## src/rtl/rx_iq_capture_if.sv

```systemverilog
// Stream bundle for rx_iq_capture: I/Q sample input, arm, framed output.
// master = sample source / sink side, slave = capture block side.
interface rx_iq_capture_if #(
  parameter int DATA_W = 16
);
  logic                     din_valid;
  logic signed [DATA_W-1:0] din_i;
  logic signed [DATA_W-1:0] din_q;
  logic                     arm;
  logic                     out_valid;
  logic                     out_ready;
  logic signed [DATA_W-1:0] out_i;
  logic signed [DATA_W-1:0] out_q;
  logic                     out_last;
  logic                     busy;
  logic                     detected;
  logic                     overflow;

  modport master (
    output din_valid, din_i, din_q, arm, out_ready,
    input  out_valid, out_i, out_q, out_last,
    input  busy, detected, overflow
  );

  modport slave (
    input  din_valid, din_i, din_q, arm, out_ready,
    output out_valid, out_i, out_q, out_last,
    output busy, detected, overflow
  );
endinterface

```

## src/rtl/rx_iq_capture.sv

```systemverilog
// Echo detector + fixed-length frame capture into a show-ahead FIFO.
// Ports: clk, reset (async active-low), io (rx_iq_capture_if.slave).
// Optional RX_DC_BLOCK_EN: per-channel DC removal, adds one stage.
module rx_iq_capture #(
  parameter int DATA_W      = 16,
  parameter int THRESH      = 2048,
  parameter int HOLD_CNT    = 4,
  parameter int CAPTURE_LEN = 64,
  parameter int FIFO_DEPTH  = 16
) (
  input logic clk,
  input logic reset,
  rx_iq_capture_if.slave io
);

  typedef enum logic [1:0] {
    IDLE, SEARCH, CAPTURE, DRAIN
  } state_t;

  localparam int AW = $clog2(FIFO_DEPTH);
  localparam int HW = $clog2(HOLD_CNT + 1);
  localparam int CW = $clog2(CAPTURE_LEN + 1);
  localparam logic [DATA_W:0] TH = (DATA_W+1)'(THRESH);
  localparam logic [HW-1:0] HOLD_M1 = HW'(HOLD_CNT - 1);
  localparam logic [CW-1:0] CL_M1 = CW'(CAPTURE_LEN - 1);
  localparam logic [AW:0] DEPTH = (AW+1)'(FIFO_DEPTH);

  logic                     s_valid;
  logic signed [DATA_W-1:0] s_i;
  logic signed [DATA_W-1:0] s_q;

`ifdef RX_DC_BLOCK_EN
  // dc carries 6 fractional bits; two spare integer bits keep x-dc exact.
  localparam int FW = DATA_W + 8;
  localparam logic signed [FW-1:0] SMAX =
    {{9{1'b0}}, {(DATA_W-1){1'b1}}};
  localparam logic signed [FW-1:0] SMIN =
    {{9{1'b1}}, {(DATA_W-1){1'b0}}};

  logic signed [FW-1:0]     dci_q, dcq_q;
  logic                     sv_q;
  logic signed [DATA_W-1:0] si_q, sq_q;

  function automatic logic signed [FW-1:0] dc_step(
    input logic signed [DATA_W-1:0] x,
    input logic signed [FW-1:0]     dc
  );
    logic signed [FW-1:0] xe;
    xe = {{2{x[DATA_W-1]}}, x, 6'b0};
    return dc + ((xe - dc) >>> 6);
  endfunction

  function automatic logic signed [DATA_W-1:0] dc_fix(
    input logic signed [DATA_W-1:0] x,
    input logic signed [FW-1:0]     dc
  );
    logic signed [FW-1:0] d;
    d = {{8{x[DATA_W-1]}}, x} - (dc >>> 6);
    if (d > SMAX) return SMAX[DATA_W-1:0];
    else if (d < SMIN) return SMIN[DATA_W-1:0];
    else return d[DATA_W-1:0];
  endfunction

  always_ff @(posedge clk or negedge reset) begin
    if (!reset) begin
      dci_q <= '0;
      dcq_q <= '0;
      sv_q  <= 1'b0;
      si_q  <= '0;
      sq_q  <= '0;
    end else begin
      sv_q <= io.din_valid;
      if (io.din_valid) begin
        si_q  <= dc_fix(io.din_i, dci_q);
        sq_q  <= dc_fix(io.din_q, dcq_q);
        dci_q <= dc_step(io.din_i, dci_q);
        dcq_q <= dc_step(io.din_q, dcq_q);
      end
    end
  end

  assign s_valid = sv_q;
  assign s_i     = si_q;
  assign s_q     = sq_q;
`else
  assign s_valid = io.din_valid;
  assign s_i     = io.din_i;
  assign s_q     = io.din_q;
`endif

  // |x| is formed one bit wider so |-2^(W-1)| is exact.
  logic [DATA_W:0] abs_i, abs_q, mag;
  logic            hot;

  always_comb begin
    abs_i = s_i[DATA_W-1] ? -{1'b1, s_i} : {1'b0, s_i};
    abs_q = s_q[DATA_W-1] ? -{1'b1, s_q} : {1'b0, s_q};
    mag   = abs_i + abs_q;
    hot   = (mag >= TH);
  end

  state_t          state_q, state_d;
  logic [HW-1:0]   hcnt_q, hcnt_d;
  logic [CW-1:0]   ccnt_q, ccnt_d;
  logic            det_q, det_d;
  logic            ovf_q;
  logic            push_req, push, pop;

  logic [2*DATA_W-1:0] mem_q [FIFO_DEPTH];
  logic [AW-1:0]       wp_q, rp_q;
  logic [AW:0]         cnt_q;

  assign pop  = (cnt_q != '0) && io.out_ready;
  // A full FIFO still takes a push when the head leaves this cycle.
  assign push = push_req && ((cnt_q != DEPTH) || pop);

  always_ff @(posedge clk or negedge reset) begin
    if (!reset) begin
      state_q <= IDLE;
      hcnt_q  <= '0;
      ccnt_q  <= '0;
      det_q   <= 1'b0;
      ovf_q   <= 1'b0;
      wp_q    <= '0;
      rp_q    <= '0;
      cnt_q   <= '0;
    end else begin
      state_q <= state_d;
      hcnt_q  <= hcnt_d;
      ccnt_q  <= ccnt_d;
      det_q   <= det_d;
      if (state_q == IDLE && io.arm) ovf_q <= 1'b0;
      else if (push_req && !push) ovf_q <= 1'b1;
      if (push) wp_q <= wp_q + AW'(1);
      if (pop) rp_q <= rp_q + AW'(1);
      if (push && !pop) cnt_q <= cnt_q + (AW+1)'(1);
      else if (pop && !push) cnt_q <= cnt_q - (AW+1)'(1);
    end
  end

  always_ff @(posedge clk) begin
    if (push) mem_q[wp_q] <= {s_i, s_q};
  end

  always_comb begin
    state_d  = state_q;
    hcnt_d   = hcnt_q;
    ccnt_d   = ccnt_q;
    det_d    = 1'b0;
    push_req = 1'b0;
    unique case (state_q)
      IDLE: begin
        if (io.arm) begin
          state_d = SEARCH;
          hcnt_d  = '0;
        end
      end
      SEARCH: begin
        if (s_valid) begin
          if (!hot) begin
            hcnt_d = '0;
          end else if (hcnt_q == HOLD_M1) begin
            push_req = 1'b1;
            det_d    = 1'b1;
            ccnt_d   = CW'(1);
            state_d  = (CAPTURE_LEN == 1) ? DRAIN : CAPTURE;
          end else begin
            hcnt_d = hcnt_q + HW'(1);
          end
        end
      end
      CAPTURE: begin
        if (s_valid) begin
          push_req = 1'b1;
          ccnt_d   = ccnt_q + CW'(1);
          if (ccnt_q == CL_M1) state_d = DRAIN;
        end
      end
      DRAIN: begin
        if (cnt_q == '0) state_d = IDLE;
      end
      default: state_d = IDLE;
    endcase
  end

  always_comb begin
    io.busy      = (state_q != IDLE);
    io.detected  = det_q;
    io.overflow  = ovf_q;
    io.out_valid = (cnt_q != '0);
    io.out_last  = io.out_valid && (state_q == DRAIN)
                   && (cnt_q == (AW+1)'(1));
    io.out_i     = '0;
    io.out_q     = '0;
    if (io.out_valid) begin
      io.out_i = mem_q[rp_q][2*DATA_W-1 -: DATA_W];
      io.out_q = mem_q[rp_q][DATA_W-1:0];
    end
  end

endmodule

```

## src/flat_wrapper.sv

```systemverilog
// flat-port wrapper written by rule: the top's interface ports become plain ports
module rx_iq_capture_flat 
#(
  parameter int DATA_W      = 16,
  parameter int THRESH      = 2048,
  parameter int HOLD_CNT    = 4,
  parameter int CAPTURE_LEN = 64,
  parameter int FIFO_DEPTH  = 16
)
  (clk, reset, io_din_valid, io_din_i, io_din_q, io_arm, io_out_ready, io_out_valid, io_out_i, io_out_q, io_out_last, io_busy, io_detected, io_overflow);
  rx_iq_capture_if #(.DATA_W(DATA_W)) io_i ();
  input logic clk;
  input logic reset;
  input wire logic [$bits(io_i.din_valid)-1:0] io_din_valid;
  input wire logic [$bits(io_i.din_i)-1:0] io_din_i;
  input wire logic [$bits(io_i.din_q)-1:0] io_din_q;
  input wire logic [$bits(io_i.arm)-1:0] io_arm;
  input wire logic [$bits(io_i.out_ready)-1:0] io_out_ready;
  output wire logic [$bits(io_i.out_valid)-1:0] io_out_valid;
  output wire logic [$bits(io_i.out_i)-1:0] io_out_i;
  output wire logic [$bits(io_i.out_q)-1:0] io_out_q;
  output wire logic [$bits(io_i.out_last)-1:0] io_out_last;
  output wire logic [$bits(io_i.busy)-1:0] io_busy;
  output wire logic [$bits(io_i.detected)-1:0] io_detected;
  output wire logic [$bits(io_i.overflow)-1:0] io_overflow;
  assign io_i.din_valid = io_din_valid;
  assign io_i.din_i = io_din_i;
  assign io_i.din_q = io_din_q;
  assign io_i.arm = io_arm;
  assign io_i.out_ready = io_out_ready;
  assign io_out_valid = io_i.out_valid;
  assign io_out_i = io_i.out_i;
  assign io_out_q = io_i.out_q;
  assign io_out_last = io_i.out_last;
  assign io_busy = io_i.busy;
  assign io_detected = io_i.detected;
  assign io_overflow = io_i.overflow;
  rx_iq_capture #(.DATA_W(DATA_W), .THRESH(THRESH), .HOLD_CNT(HOLD_CNT), .CAPTURE_LEN(CAPTURE_LEN), .FIFO_DEPTH(FIFO_DEPTH)) u_core (.clk(clk), .reset(reset), .io(io_i));
endmodule
```

## config.mk

```make
export PLATFORM = sky130hd
export DESIGN_NAME = rx_iq_capture_flat
export DESIGN_NICKNAME = d
export VERILOG_FILES = /design/src/rtl/rx_iq_capture_if.sv /design/src/rtl/rx_iq_capture.sv /design/src/flat_wrapper.sv
export SDC_FILE = /design/constraint.sdc
export NUM_CORES = 1
export LEC_CHECK = 0
export ABC_AREA = 1
export CORE_MARGIN = 2
export CORE_UTILIZATION = 30
export CTS_CLUSTER_DIAMETER = 150
export DETAILED_ROUTE_END_ITERATION = 8
export PLACE_DENSITY = 0.57
export SLEW_MARGIN = 0
export SYNTH_ARGS = -nofsm -noshare
export SYNTH_HDL_FRONTEND = slang
export SYNTH_SLANG_ARGS = --single-unit
```

## constraint.sdc

```tcl
create_clock -name clk -period 4.2 [get_ports clk]
set_clock_uncertainty 0.15 [all_clocks]
set_input_delay 0.63 -clock clk [delete_from_list [all_inputs] [get_ports clk]]
set_output_delay 0.63 -clock clk [all_outputs]
set_load 0.005 [all_outputs]
```

* Word level (Yosys, flattened, before mapping)
Memory sizes are Yosys's and may differ from the RTL's.
Cells that the tools add are included.
** Word-level totals
- Register bits after elaboration :: 27
- Bits in writable memories :: 512
- Input bits :: 37
- Output and inout port bits :: 37
- Logic and storage cells :: 90
- Memories kept :: 1
** Cells by class
- Add/subtract/negate cells :: 9
- Magnitude comparators :: 1
- Equal/unequal tests :: 15
- Multiplexer cells :: 34
- Reductions and logical operators :: 22
** Memories
- u_core.mem_q :: words 16, width 32, rd ports 1, clocked after Yosys merged registers in 0, write ports 1, RTL line rx_iq_capture.sv:109 : logic [2*DATA_W-1:0] mem_q [FIFO_DEPTH];
** Operators by type and width (number)
- 17-bit 2-to-1 mux :: 2
- 17-bit negator :: 2
- 16-bit 2-to-1 mux :: 2
- 7-bit 2-to-1 mux :: 4
- 17-bit adder :: 1
- 17-bit by 12-bit greater-or-equal comparator with 1-bit output, second input constant :: 1
- 2-bit 2-to-1 mux :: 7
- 7-bit one-hot mux with 2 select lines :: 1
- 3-bit 2-to-1 mux :: 4
- 5-bit 2-to-1 mux :: 2
- 2-bit nonzero test :: 5
- 1-bit 2-to-1 mux :: 9
- 4-bit by 1-bit adder with 4-bit output, second input constant :: 2
- 1-bit logical AND :: 8
- 2-bit by 1-bit != test with 1-bit output, second input constant :: 4
- 2-bit one-hot mux with 4 select lines :: 1
- 7-bit by 1-bit adder with 7-bit output, second input constant :: 1
- 7-bit by 6-bit equality test with 1-bit output, second input constant :: 1
- 7-bit AND reduction :: 1
- 2-bit != test, second input constant :: 3
- 3-bit one-hot mux with 2 select lines :: 1
- 5-bit by 1-bit adder with 5-bit output, second input constant :: 1
- 5-bit by 1-bit equality test with 1-bit output, second input constant :: 1
- 5-bit zero test :: 1
- 14 further kinds :: 16

* Depth between registers and ports, before layout
Gate-level depths: netlist (run 1).
- Depth in word-level cells :: 12
- Gate-level depth with buffers :: 30
- Gate-level depth less buffers :: 29

* Worst setup path before layout (run 1)
No wires, ideal clock.
- Path type :: input to register
- Start :: input io_din_q[1]
- End :: memory u_core.mem_q[0][0] (netlist bit), enable pin
- Library setup time :: 0.421 ns
- Data arrival time :: 4.572 ns
- Data required time :: 3.629 ns
- Setup slack :: -0.944 ns
- Stages on the path :: 23
- Path buffers :: 1
- Cell sequence :: inv_1 ha_1 inv_1 nor4_1 inv_1 nor3_1 a31oi_1 xor2_1 ha_1 nand2_1 inv_1 nand2_1 nand2_1 a21oi_1 nand3_2 nand2_2 nor2_4 nand3_4 nand2_4 nand2_4 nand3_4 buf_8 nor2_1
** On the way
- Longest elaborated chain between the ends :: 10
** RTL lines
- start: declaration :: RTL line flat_wrapper.sv:16 : input wire logic [$bits(io_i.din_q)-1:0] io_din_q;
- 17-bit negator :: RTL line rx_iq_capture.sv:97 : abs_q = s_q[DATA_W-1] ? -{1'b1, s_q} : {1'b0, s_q};
- 17-bit 2-to-1 mux * :: RTL line rx_iq_capture.sv:97
- 17-bit adder * :: RTL line rx_iq_capture.sv:98 : mag = abs_i + abs_q;
- 17-bit by 12-bit greater-or-equal comparator with 1-bit output * :: RTL line rx_iq_capture.sv:99 : hot = (mag >= TH);
- 1-bit 2-to-1 mux * :: RTL line rx_iq_capture.sv:160 : if (!hot) begin
- 1-bit 2-to-1 mux * :: RTL line rx_iq_capture.sv:159 : if (s_valid) begin
- 1-bit one-hot mux with 2 select lines * :: RTL line rx_iq_capture.sv:151 : unique case (state_q)
- 1-bit logical AND * :: RTL line rx_iq_capture.sv:115 : assign push = push_req && ((cnt_q != DEPTH) || pop);
- 1-bit 2-to-1 mux * :: RTL line rx_iq_capture.sv:142 : if (push) mem_q[wp_q] <= {s_i, s_q};
- 1-bit 2-to-1 mux (implied by the code) * :: RTL line rx_iq_capture.sv:142
- end: declaration :: RTL line rx_iq_capture.sv:109
Every way passes the cells marked *; elsewhere a longest branch is shown, timed or not.

* Worst setup path after layout (run 1)
- Start :: input io_din_q[1]
- End :: memory u_core.mem_q[10][11] (netlist bit), enable pin
The elaborated chain is that of the path after synthesis.

==> key figures, run 1 <==
Setup path
  – Req. time, crit path: 4.37 ns
  – R2R cell count: 13
  – R2R Setup Slk: 1.03 ns
  – CP max stage cell: ha_1
  – CP Class: in -> reg
  – Worst setup EP type: flip-flop
  – Crit Reg-Reg Startpoint: u_core.cnt_q[1]$_DFFE_PN0P_
  – CP Launch Type: input pin
  – Max incr delay on CP: 0.37 ns
  – Worst R2R End: u_core.mem_q[10][11]$_DFFE_PP_
  – Most used cell, CP: nand3_4
  – Data arrival, critical path: 4.27 ns
  – Worst-path fanout max: 6

Floorplan
  – Starting Density: 30.3%
  – Die height: 281 um
  – Io pins: 74
  – Core area: 75900 um^2
  – Placement Rows: 101
  – Die Width: 281 um
  – Die area: 78900 um^2

Synthesis
  – Synth unique cells: 41
  – Main combinational cell family by area after synthesis: compound AO/OA/AOI/OAI gates
  – Post-Syn Nets: 1983
  – Top-count cell post-synth: edfxtp_1
  – EDFF count, synth: 512
  – Post-Synth Simple-Gate Area: 11.1%
  – Multiplexer share of the synthesized area: 0%
  – Synthesized area: 23000 um^2
  – Sequential area share after synthesis: 69.8%
  – Main flop type after synthesis: edfxtp_1
  – Complex-gate fraction of the synthesized area: 12.3%
  – Top cell type's share of synthesized area: 66.9%
  – Synth Register Bits: 539
  – Synth cell count leaders: edfxtp_1, nor2_1, o21ai_0
  – Top cell type by total area after synthesis: edfxtp_1
  – Async S/R FF share, synth: 5.01%
  – Post-synthesis cell count: 1910
  – Post-synthesis adder-cell area fraction: 1.99%
  – Synth top area cells: edfxtp_1, o21ai_0, nor2_1
  – Post-synthesis xor/xnor area fraction: 1.37%
  – Yosys warnings: 0
  – Syn_area_per_cell: 12.0 um^2

Flow run
  – Max cap viols: 0

GRT
  – Largest net degree at the start of global routing: 105
  – Vias in the first global route: 16000
  – Tot GR Track Use: 17.4%
  – Antenna violations before repair: 0
  – Global route overflow: 0
  – First-pass GRT wire length: 103 mm

Pwr
  – Peak supply drop: 0.000410 V
  – Final Total Pwr: 17.4 mW
  – Pwr/cell area: 597 nW/um^2
  – LEAKAGE: 10.0 nW

Detailed routing
  – Routed Antenna Nets: 0
  – DRT Pass-1 Iters: 8
  – DR WL/cell: 22.2 um
  – Iteration-0 DRC Markers: 1436
  – Drt via density: 5.08
  – Vias: 16200
  – Drc violations: 0
  – DRT Wirelength: 70.8 mm

Clock tree
  – Clk buf depth: 3
  – Hold-fix buffers, CTS: 0
  – CTS tree: done
  – Clock Latency Late Sink: 0.61 ns
  – Clock Sinks: 539
  – Num CTS Buffers: 55
  – Clk slew on worst S/H paths: 0.06 ns
  – Depth of the CTS H-tree: 2
  – Clock root cell: clkbuf_16

Final layout
  – Fillers: 7151
  – # diodes: 0
  – Layout cells sized above 1: 17.6%
  – NumNets Final: 2200
  – Area of the multi-input gates: 6550 um^2
  – Area grow syn2layout: 26.3%
  – Sequential Area: 16100 um^2

Worst hold path
  – Min-delay worst type: in -> reg
  – Worst hold start: io_din_q[0]
  – Hold path depth: 2
  – Hold Path End: u_core.mem_q[2][0]$_DFFE_PP_

STA
  – Worst setup margin: 0.0978 ns
  – Period utilization: 97.7%
  – Fin. Hold Viols: 0
  – Final min period: 4.10 ns
  – Max-slew violation count: 0
  – Final setup vio count: 0
  – Rel. slew slack: 41.6%
  – Max Fclk: 244 MHz
  – Worst slew pin tran: 0.876 ns

Placed design
  – Placer congestion estimate: 0.837
  – Pre-CTS setup slack: -0.904 ns
  – Port-buffer cells: 73
  – Hpwl dp: 42.0 mm

Run status
  – Status: finished clean
[stage by stage]
| stage | instances | hold WS, ns | util, % | TNS (ns) | instance area [um^2] |
|---|---|---|---|---|---|
| 6_report | 3192 | 0.221 | 38.2 | 0 | 29000 |
| 5_1_grt | 3192 | 0.201 | 38.2 | -0.846 | 29000 |
| 4_1_cts | 3169 | 0.299 | 37.5 | -0.224 | 28500 |
| 3_5_place_dp | 3059 | 0.335 | 34.8 | -425.13 | 26400 |
| 3_3_place_gp | 3059 | 0.324 | 34.8 | -427.18 | 26400 |
| 2_1_floorplan | 1910 | 0.184 | - | -0.0178 | 23200 |
[timing repair]
action / in CTS / in global routing
setup buffers: 15 / 13
endpoints found under the setup margin: 524 / 543
hold endpoints to repair: 0 / 0
resized for setup: 26 / 82
pin swaps: 7 / 27
cloned: 3 / 10
[final cells by class]
class / instances / share of cell area (%)
Inverter: 88 / 1.26
Clock inverter: 23 / 0.810
Clock buffer: 69 / 5.07
Sequential cell: 539 / 55.3
Multi-Input combinational cell: 1169 / 22.6
Timing Repair Buffer: 274 / 10.6
Tap cell: 1030 / 4.44
[report_power, final]
part	internal (mW)	switching [mW]	total [mW]	leakage [nW]
sequential	6.05	0.155	6.21	4.95
combinational	2.41	4.01	6.42	4.24
clock	2.71	2.01	4.72	0.836
total	11.2	6.18	17.4	10.0
[critical path: cells and delay by family]
family | cells | cell delay [ns]
compound gates | 2 | 0.25
xor+xnor | 1 | 0.18
fa+ha+maj | 2 | 0.49
buf+inv | 10 | 1.35
simple gates | 11 | 1.35
[layout by cell type (no fill, tap or decap), types with 6 or more instances in the layout]
master and n:
clkbuf_16 65, nor2_4 22, nand4_1 13, buf_12 42, buf_4 133, clkinv_1 7, clkinv_2 11, o21ai_0 289
nand3_1 66, xnor2_1 7, o221ai_1 92, o22ai_1 36, clkbuf_1 12, dfrtp_1 24, a21oi_1 45, buf_6 14
ha_1 31, a21oi_2 6, dlymetal6s2s_1 9, inv_2 11, nor2_1 331, clkdlybuf4s50_1 60, nor3_2 6, xor2_1 27
edfxtp_1 512, inv_1 68, nand2_1 133, nand2_2 18
[registers in the layout, summed over array words and instances, names as in the netlist]
name / cells
u_core.mem_q: 512
u_core.ccnt_q: 7
u_core.cnt_q: 5
u_core.rp_q: 4
u_core.wp_q: 4
u_core.hcnt_q: 3
u_core.state_q: 2
u_core.io.detected: 1
u_core.io.overflow: 1
[kinds of logic after synthesis]
kind of cell,Yosys count
AND/OR/NAND/NOR,614
flip-flops,539
AO/OA/AOI/OAI,483
buffers and inverters,202
XOR/XNOR,36
adder cells (fa/ha/maj),36
[worst max path at each step]
stage           startpoint                              to  depth (start not counted)
3_5_place_dp   io_din_i[3]     u_core.cnt_q[3]$_DFFE_PN0P_                         28
5_1_grt        io_din_q[1]  u_core.mem_q[10][11]$_DFFE_PP_                         27
6_report       io_din_q[1]  u_core.mem_q[10][11]$_DFFE_PP_                         26
4_1_cts        io_din_i[0]  u_core.mem_q[13][11]$_DFFE_PP_                         28
2_1_floorplan  io_din_q[1]     u_core.cnt_q[3]$_DFFE_PN0P_                         29
3_3_place_gp   io_din_i[3]     u_core.cnt_q[2]$_DFFE_PN0P_                         29
[routing by layer]
metal	up-vias	wire length [um]	GRT usage, %
li1	7419	-	-
met1	8183	31400	23.8
met2	522	34000	28.9
met3	90	3900	2.28
met4	0	1500	5.07
met5	-	0	0
Power figures use the tool's default switching activity.
==> inputs of run 2 (changes only) <==
--- a/config.mk
+++ b/config.mk
@@ -10,7 +10,9 @@
 export CORE_UTILIZATION = 30
 export CTS_CLUSTER_DIAMETER = 150
 export DETAILED_ROUTE_END_ITERATION = 8
+export GPL_TIMING_DRIVEN = 1
 export PLACE_DENSITY = 0.57
+export REMOVE_ABC_BUFFERS = 1
 export SLEW_MARGIN = 0
 export SYNTH_ARGS = -nofsm -noshare
 export SYNTH_HDL_FRONTEND = slang
==> key figures, run 2 (same netlist as run 1, synthesis figures left out) <==
Setup path
  – CP startpoint: u_core.rp_q[1]$_DFFE_PN0P_
  – Worst-path fanout max: 130
  – Worst setup EP type: output pin
  – Crit Reg-Reg Startpoint: u_core.cnt_q[1]$_DFFE_PN0P_
  – Data arrival, critical path: 3.32 ns
  – CP Launch Type: flip-flop
  – Req. time, crit path: 3.42 ns
  – CP Class: reg -> out

Final layout
  – Fin area: 28900 um^2
  – NumNets Final: 2180
  – Biggest register: u_core.mem_q
  – Most common cell after layout, fill and taps aside: edfxtp_1
  – Layout cells sized above 1: 17.6%
  – Fin cells: 3181
  – Most frequent cells in the layout: edfxtp_1, nor2_1, o21ai_0
  – # diodes: 0
  – Fillers: 7115
  – Max reg flops: 512
  – Area grow syn2layout: 25.8%
  – Biggest regs: u_core.mem_q x512, u_core.ccnt_q x7, u_core.cnt_q x5

Clock tree
  – Depth of the CTS H-tree: 2
  – Clk slew on worst S/H paths: 0.06 ns
  – Hold-fix buffers, CTS: 0
  – Clock Latency Late Sink: 0.60 ns
  – CTS tree: done
  – Num CTS Buffers: 55
  – Clock Sinks: 539
  – Clock root cell: clkbuf_16
  – Clk buf depth: 3

Run status
  – Status: finished clean

Pwr
  – Pwr/cell area: 598 nW/um^2
  – Peak supply drop: 0.000672 V
  – LEAKAGE: 9.86 nW

Detailed routing
  – Iteration-0 DRC Markers: 1555
  – Drt via density: 5.14
  – Routed length on met2: 33.9 mm
  – Metal-1 WL: 29.0 mm
  – Drc violations: 0
  – Top Metal Used: met4
  – Routed Antenna Nets: 0
  – Vias: 16400
  – DRT Pass-1 Iters: 5
  – DR WL/cell: 21.8 um
  – Met3 wire length: 4.83 mm
  – DRT Wirelength: 69.4 mm

GRT
  – Antenna violations before repair: 0
  – Tot GR Track Use: 17.0%
  – Global route overflow: 0
  – Vias in the first global route: 16000
  – Largest net degree at the start of global routing: 156
  – First-pass GRT wire length: 100 mm

STA
  – Final min period: 4.10 ns
  – RSZ-0062 raised after global routing: false
  – Worst slew pin tran: 0.694 ns
  – Max-slew violation count: 0
  – Fin. Hold Viols: 0
  – Final setup vio count: 0
  – Period utilization: 97.6%
  – Rel. slew slack: 53.6%
  – Max Fclk: 244 MHz

Floorplan
  – Core area: 75900 um^2
  – Die height: 281 um
  – Io pins: 74
  – Starting Density: 30.3%
  – Die Width: 281 um
  – Placement Rows: 101
  – Die area: 78900 um^2

Flow run
  – Max cap viols: 0

Placed design
  – Port-buffer cells: 73
  – Placer congestion estimate: 0.861
  – Area after DPL: 26400 um^2
  – Hpwl dp: 38.9 mm
  – Dpl cells: 3058

Worst hold path
  – Worst hold start: io_din_i[1]
  – Min-delay worst type: in -> reg
[run 2: changes by cell type in the layout (fill, tap and decap cells not counted), sizes merged, moves of 2 or more]
| cell | before | now |
|---|---|---|
| clkbuf | 80 | 74 |
| inv | 86 | 88 |
| dlygate4sd2 | 0 | 3 |
| dlymetal6s2s | 9 | 3 |
| clkinv | 19 | 30 |
| buf | 194 | 177 |
[run 2: area by class of cell]
cell class | count | area [um^2] | share of cell area, %
Clock inverter | 37 | 294 | 1.02
Sequential cell | 539 | 16100 | 55.5
Tap cell | 1030 | 1290 | 4.46
Timing Repair Buffer | 254 | 2810 | 9.70
Multi-Input combinational cell | 1169 | 6710 | 23.2
Clock buffer | 64 | 1410 | 4.88
Inverter | 88 | 355 | 1.23
[run 2: through the flow]
step	hold WS (ns)	setup TNS [ns]	util [%]	setup WS (ns)	total power [mW]
floorplan	0.184	-681.65	-	-6.08	9.62
global placement	0.321	-533.77	34.8	-1.06	12.4
detailed placement	0.352	-539.93	34.8	-1.14	12.5
CTS	0.295	0	37.6	0.0172	17.2
global route	0.229	0	38.1	0.00445	18.2
finish	0.235	0	38.1	0.101	17.3
[run 2: critical path: stages, from the launching register on]
cell             delay (ns)
dfrtp_4                0.44
buf_12                 0.54
o21ai_0                0.19
o22ai_1                0.22
nor2_1                 0.06
nor2_1                 0.09
o21ai_0                0.08
a21oi_1                0.47
clkdlybuf4s50_1        0.60
[run 2: worst paths after layout]
kind	end	slack [ns]	cells past startpoint
worst max-delay path	io_out_i[2]	0.10	8
worst min-delay path	u_core.mem_q[12][17]$_DFFE_PP_	0.24	2
worst max register to register	u_core.cnt_q[3]$_DFFE_PN0P_	0.71	14
worst min register to register	u_core.cnt_q[3]$_DFFE_PN0P_	0.35	1
max in group asynchronous	u_core.rp_q[1]$_DFFE_PN0P_	2.93	2
min in group asynchronous	u_core.state_q[0]$_DFFE_PN0P_	0.28	1
[run 2: report_power, final]
group / total (mW) / internal, mW / switching, mW
combinational: 6.43 / 2.38 / 4.05
clock: 4.66 / 2.64 / 2.02
sequential: 6.19 / 6.05 / 0.140
[run 2: layer usage]
| layer | global-route usage [%] | vias to the layer above |
|---|---|---|
| met4 | 4.29 | 0 |
| li1 | - | 7384 |
| met3 | 2.24 | 116 |
| met1 | 22.8 | 8227 |
| met5 | 0 | - |
| met2 | 28.9 | 637 |
[run 2: what timing repair did]
item	4_1_cts	5_1_grt
pin swaps	34	56
resized for setup	64	78
cloned	2	5
setup endpoints to repair	525	520
buffers inserted	10	9
